<file path="config.mk">
export PLATFORM = sky130hd
export DESIGN_NAME = muladd_vec
export DESIGN_NICKNAME = d
export VERILOG_FILES = /design/src/rtl/muladd_vec.sv
export SDC_FILE = /design/constraint.sdc
export NUM_CORES = 1
export LEC_CHECK = 0
export CORE_MARGIN = 5
export CORE_UTILIZATION = 30
export CTS_BUF_LIST = sky130_fd_sc_hd__clkbuf_4 sky130_fd_sc_hd__clkbuf_8
export DETAILED_ROUTE_END_ITERATION = 7
export GPL_TIMING_DRIVEN = 1
export MAX_ROUTING_LAYER = met4
export SLEW_MARGIN = 10
export SYNTH_ARGS = -nofsm -noshare
export SYNTH_HDL_FRONTEND = slang
export SYNTH_SLANG_ARGS = --single-unit
</file>
<file path="constraint.sdc">
create_clock -name ap_clk -period 12.3 [get_ports ap_clk]
set_input_delay 1.23 -clock ap_clk [delete_from_list [all_inputs] [get_ports ap_clk]]
set_output_delay 1.23 -clock ap_clk [all_outputs]
set_load 0.05 [all_outputs]
</file>
<file path="src/rtl/muladd_vec.sv">
// rtl/muladd_vec.sv - dot product of two operand memories with optional signed operands and saturation
// Read pipeline: address issue -> memory read -> operand capture -> product -> accumulate.
module muladd_vec #(
  parameter int DATA_W = 16,
  parameter int DEPTH  = 16,
  parameter int ACC_W  = 32,
  parameter bit SIGNED = 1'b0,
  parameter bit SAT    = 1'b0,
  localparam int ADDR_W = $clog2(DEPTH)
) (
  input  logic              ap_clk,
  input  logic              ap_rst_n,
  input  logic              ap_start,
  input  logic [ADDR_W:0]   len,
  output logic              ap_done,
  output logic              ap_idle,
  output logic              ap_ready,
  output logic [ADDR_W-1:0] a_address0,
  output logic              a_ce0,
  input  logic [DATA_W-1:0] a_q0,
  output logic [ADDR_W-1:0] b_address0,
  output logic              b_ce0,
  input  logic [DATA_W-1:0] b_q0,
  output logic [ACC_W-1:0]  ap_return,
  output logic              ap_ovf
);

  typedef enum logic [1:0] {S_IDLE, S_FETCH, S_DRAIN, S_DONE} state_t;

  localparam int              PROD_W  = 2 * DATA_W;
  localparam logic [ADDR_W:0] MAX_N   = (ADDR_W + 1)'(DEPTH);
  localparam logic [ADDR_W:0] ONE_N   = (ADDR_W + 1)'(1);
  localparam logic [ADDR_W-1:0] CNT_ONE = ADDR_W'(1);

  state_t            state;
  state_t            state_nx;
  logic [ADDR_W:0]   n_len;
  logic [ADDR_W:0]   len_clamp;
  logic [ADDR_W-1:0] cnt;
  logic              start_acc;
  logic              fetch_last;
  logic              rd_vld;
  logic              cap_vld;
  logic              prd_vld;
  logic [DATA_W-1:0] a_cap;
  logic [DATA_W-1:0] b_cap;
  logic [PROD_W-1:0] a_ext;
  logic [PROD_W-1:0] b_ext;
  logic [PROD_W-1:0] prod_nx;
  logic [PROD_W-1:0] prod;
  logic [ACC_W-1:0]  p_sext;
  logic [ACC_W-1:0]  p_zext;
  logic [ACC_W-1:0]  p_ext;
  logic [ACC_W-1:0]  acc;
  logic [ACC_W-1:0]  acc_nx;
  logic [ACC_W-1:0]  sat_val;
  logic [ACC_W:0]    sum;
  logic              add_ovf;
  logic              ovf;

  assign start_acc  = (state == S_IDLE) && ap_start;
  assign len_clamp  = (len > MAX_N) ? MAX_N : len;
  assign fetch_last = ({1'b0, cnt} == (n_len - ONE_N));

  // State register
  always_ff @(posedge ap_clk or negedge ap_rst_n) begin
    if (!ap_rst_n) begin
      state <= S_IDLE;
    end else begin
      state <= state_nx;
    end
  end

  // Next-state logic; the drain ends on the edge that accumulates the final product
  always_comb begin
    state_nx = state;
    case (state)
      S_IDLE: begin
        if (ap_start) begin
          state_nx = (len_clamp == '0) ? S_DONE : S_FETCH;
        end
      end
      S_FETCH: begin
        if (fetch_last) begin
          state_nx = S_DRAIN;
        end
      end
      S_DRAIN: begin
        if (prd_vld && !cap_vld) begin
          state_nx = S_DONE;
        end
      end
      S_DONE: begin
        state_nx = S_IDLE;
      end
      default: begin
        state_nx = S_IDLE;
      end
    endcase
  end

  // Output logic
  always_comb begin
    ap_idle    = (state == S_IDLE);
    ap_done    = (state == S_DONE);
    ap_ready   = ((state == S_FETCH) && fetch_last) || ((state == S_DONE) && (n_len == '0));
    a_ce0      = (state == S_FETCH);
    b_ce0      = (state == S_FETCH);
    a_address0 = (state == S_FETCH) ? cnt : '0;
    b_address0 = (state == S_FETCH) ? cnt : '0;
    ap_return  = acc;
    ap_ovf     = ovf;
  end

  always_ff @(posedge ap_clk or negedge ap_rst_n) begin
    if (!ap_rst_n) begin
      n_len <= '0;
      cnt   <= '0;
    end else if (start_acc) begin
      n_len <= len_clamp;
      cnt   <= '0;
    end else if (state == S_FETCH) begin
      cnt <= cnt + CNT_ONE;
    end
  end

  // Valid chain tracking each issued address through the read, capture and product stages
  always_ff @(posedge ap_clk or negedge ap_rst_n) begin
    if (!ap_rst_n) begin
      rd_vld  <= 1'b0;
      cap_vld <= 1'b0;
      prd_vld <= 1'b0;
      a_cap   <= '0;
      b_cap   <= '0;
      prod    <= '0;
    end else begin
      rd_vld  <= (state == S_FETCH);
      cap_vld <= rd_vld;
      prd_vld <= cap_vld;
      if (rd_vld) begin
        a_cap <= a_q0;
        b_cap <= b_q0;
      end
      if (cap_vld) begin
        prod <= prod_nx;
      end
    end
  end

  // Extending operands to the full product width keeps the low product bits exact for both signednesses
  assign a_ext   = SIGNED ? PROD_W'($signed(a_cap)) : PROD_W'(a_cap);
  assign b_ext   = SIGNED ? PROD_W'($signed(b_cap)) : PROD_W'(b_cap);
  assign prod_nx = a_ext * b_ext;

  assign p_sext = ACC_W'($signed(prod));
  assign p_zext = ACC_W'(prod);
  assign p_ext  = SIGNED ? p_sext : p_zext;

  assign sum     = {SIGNED & acc[ACC_W-1], acc} + {SIGNED & p_ext[ACC_W-1], p_ext};
  assign add_ovf = SIGNED ? (sum[ACC_W] ^ sum[ACC_W-1]) : sum[ACC_W];

  always_comb begin
    sat_val = '1;
    if (SIGNED) begin
      sat_val = sum[ACC_W] ? {1'b1, {(ACC_W-1){1'b0}}} : {1'b0, {(ACC_W-1){1'b1}}};
    end
  end

  assign acc_nx = (SAT && add_ovf) ? sat_val : sum[ACC_W-1:0];

  always_ff @(posedge ap_clk or negedge ap_rst_n) begin
    if (!ap_rst_n) begin
      acc <= '0;
      ovf <= 1'b0;
    end else if (start_acc) begin
      acc <= '0;
      ovf <= 1'b0;
    end else if (prd_vld) begin
      acc <= acc_nx;
      ovf <= ovf | add_ovf;
    end
  end

endmodule

</file>
==> reports/results.tsv <==
metric	value	unit
outcome	finished, final reports clean	
first-pass GRT wire length	62380	µm
initial drt markers	619	
CP arrival	6.85	ns
Yosys reg bits	111	
endpoint type of the worst setup path	register	
adder-cell share of the synthesized area	38.89	%
nets	1981	
Avg Vias per Cell	4.943	
top-count cell post-synth	inv_1	
min-delay src	p_ext[22]	
TritonCTS Sinks	111	
CP required	12.62	ns
Mapped Cells	1572	
via count	11020	
skew final	0.02876	ns
Worst setup SP type	register	
number of synthesized flops with an enable pin	0	
die area	53320	µm²
CORE AREA	48650	µm²
max-slew violations	0	
maximum clock path buffer count	2	
worst-path fanout max	17	
row count	81	
pin count of the biggest net entering global routing	67	
Setup CP Type	reg2reg	
Syn-to-layout area delta	10.78	%
final worst slack	5.776	ns
Least-Margin Pin Slew	0.9176	ns
vias in the first global route	11630	
Max Freq	153.3	MHz
Post-CTS Setup Inserts	0	
Post-Synth Simple-Gate Area	15.42	%
synthesized area	14640	µm²
gr ovfl total	0	
final setup violation count	0	
Final Hold Fails	0	
top post-synthesis cells by area	fa_1 27%, dfrtp_1 19%, ha_1 12%	
antenna cells	0	
Final Cycle Share	53.04	%
top cell type's share of synthesized area	26.66	%
XOR/XNOR Fraction of Synth Area	3.111	%
Hold Path Class	reg2reg	
Synth area leader	fa_1	
DRC	0	
Top FF cell, synth	dfrtp_1	
CTS tree	done	
top cells by count, synth	243 x inv_1, 195 x fa_1, 173 x nand2_1, 143 x ha_1, 134 x and2_1	
mux share of post-synthesis cell area	4.829	%
Initial Util	30.10	%
Resized cells post-CTS	0	
relative slew slack	38.83	%
wire per inst	16.91	µm
Max Cap Viol	0	
Mapped Nets	1950	
compound-cell area share of the yosys netlist	10.61	%
total CTS buffers	9	
HPWL after detailed placement	30010	µm
Post-CTS Hold Buffers	0	
worst r2r src	a_cap[10]	
clock slew at reported path FFs	0.12	ns
Setup TNS	0	ns
Placement Setup Slack	5.813	ns
clk root buf	clkbuf_8	
GPL Wtd Cong	0.8725	
Detail Route Antenna Nets	0	
initial antenna violation count	0	
DRT Pass-1 Iters	6	
I/O Buffers	85	
final WL	37710	µm
Avg Synthesized Cell Area	9.313	µm²
post-synth cell types	63	
Clk Latency, worst-skew pair	0.44	ns
minimum clock period	6.524	ns
GRT Util Overall	14.88	%
Ports	86	
ys async rst share	100.0	%
fraction of layout instances using a drive strength above 1	5.659	%
sequential fraction of the synthesis area	18.97	%
RSZ-0062 raised after global routing	false	
Die Wd	230.9	µm
largest family of logic cells by synthesized area	adder cells	
DIE HEIGHT	230.9	µm
synth warn	0	
Worst Setup SP	a_cap[10]	
H-tree depth	3	
-- sequential cells by signal, summed over array words and instances (netlist names) --
register	cells
b_cap	16
n_len	5
cnt	4
ap_return	32
cap_vld	1
a_cap	16
state	2
p_ext	32
ap_ovf	1
rd_vld	1
prd_vld	1
-- kinds of logic after synthesis --
| logic type | count (synthesis) |
|---|---|
| xor gates and xnor gates | 52 |
| buffers and inverters | 314 |
| adders and majority gates | 338 |
| DFF | 111 |
| muxes | 64 |
| AOI/OAI and AO/OA | 237 |
| and+or+nand+nor | 456 |
-- worst max-delay path, stage by stage (launching register included) --
cell and delay, ns:
dfrtp_1 0.82, nand2_1 0.17, fa_1 0.55, fa_1 0.58, fa_1 0.45, fa_1 0.54, inv_1 0.05, fa_1 0.48
inv_1 0.05, fa_1 0.47, inv_1 0.07, ha_1 0.34, nor2b_1 0.16, o21ai_0 0.23, a21oi_1 0.12, a41o_4 0.29
a311oi_4 0.37, a211oi_1 0.14, or3_1 0.32, a31o_1 0.23
-- cell type report --
| cell class | count | area, µm² |
|---|---|---|
| clock buffer | 11 | 145.1 |
| clock inverter | 5 | 42.54 |
| fill | 5085 | 32430 |
| inverter | 243 | 912.1 |
| multi-input combinational | 1147 | 10670 |
| sequential | 111 | 2779 |
| tap | 622 | 778.2 |
| timing repair buffer | 91 | 893.4 |
-- path summary, 6_finish.rpt --
check,to,slack (ns),cells past startpoint
setup / recovery,p_ext[29],5.78,19
hold / removal,p_ext[22],0.53,1
setup reg to reg,p_ext[29],5.78,19
hold reg to reg,p_ext[22],0.53,1
max in group asynchronous,cap_vld,10.14,2
min in group asynchronous,ap_return[24],0.79,1
-- cell usage in the layout (no fill, tap or decap), types with 14 or more instances in the layout --
cell,synthesis,routed
xnor2_1,36,36
clkdlybuf4s50_1,0,84
nand3_1,17,17
and2_1,134,134
a21o_1,32,32
dfrtp_1,111,110
nand2_1,173,173
xor2_1,16,16
fa_1,195,195
ha_1,143,143
o21ai_0,52,52
mux2_2,53,53
nor3_1,14,14
a21oi_1,67,67
inv_1,243,243
nor2_1,59,58
a211oi_1,15,15
-- stage by stage --
stage          util, %  instances  cell area (µm²)  hold WS [ns]
6_report         33.34       2230            16220        0.5252
5_1_grt          33.34       2230            16220        0.5563
4_1_cts          33.34       2230            16220        0.5357
3_5_place_dp     32.95       2214            16030        0.5062
3_3_place_gp     32.95       2214            16030        0.5107
2_1_floorplan        -       1572            14640        0.3519
-- layer usage --
metal / vias to the layer above / GRT usage, % / part of all wire (%)
li1: 5128 / - / -
met1: 5621 / 19.21 / 45
met2: 213 / 24.73 / 50
met3: 60 / 2.091 / 3.3
met4: 0 / 3.975 / 2.5
met5: - / - / 0
Power is not shown: default switching activity piles up to over one toggle a cycle in this logic, so the estimate is an artifact.
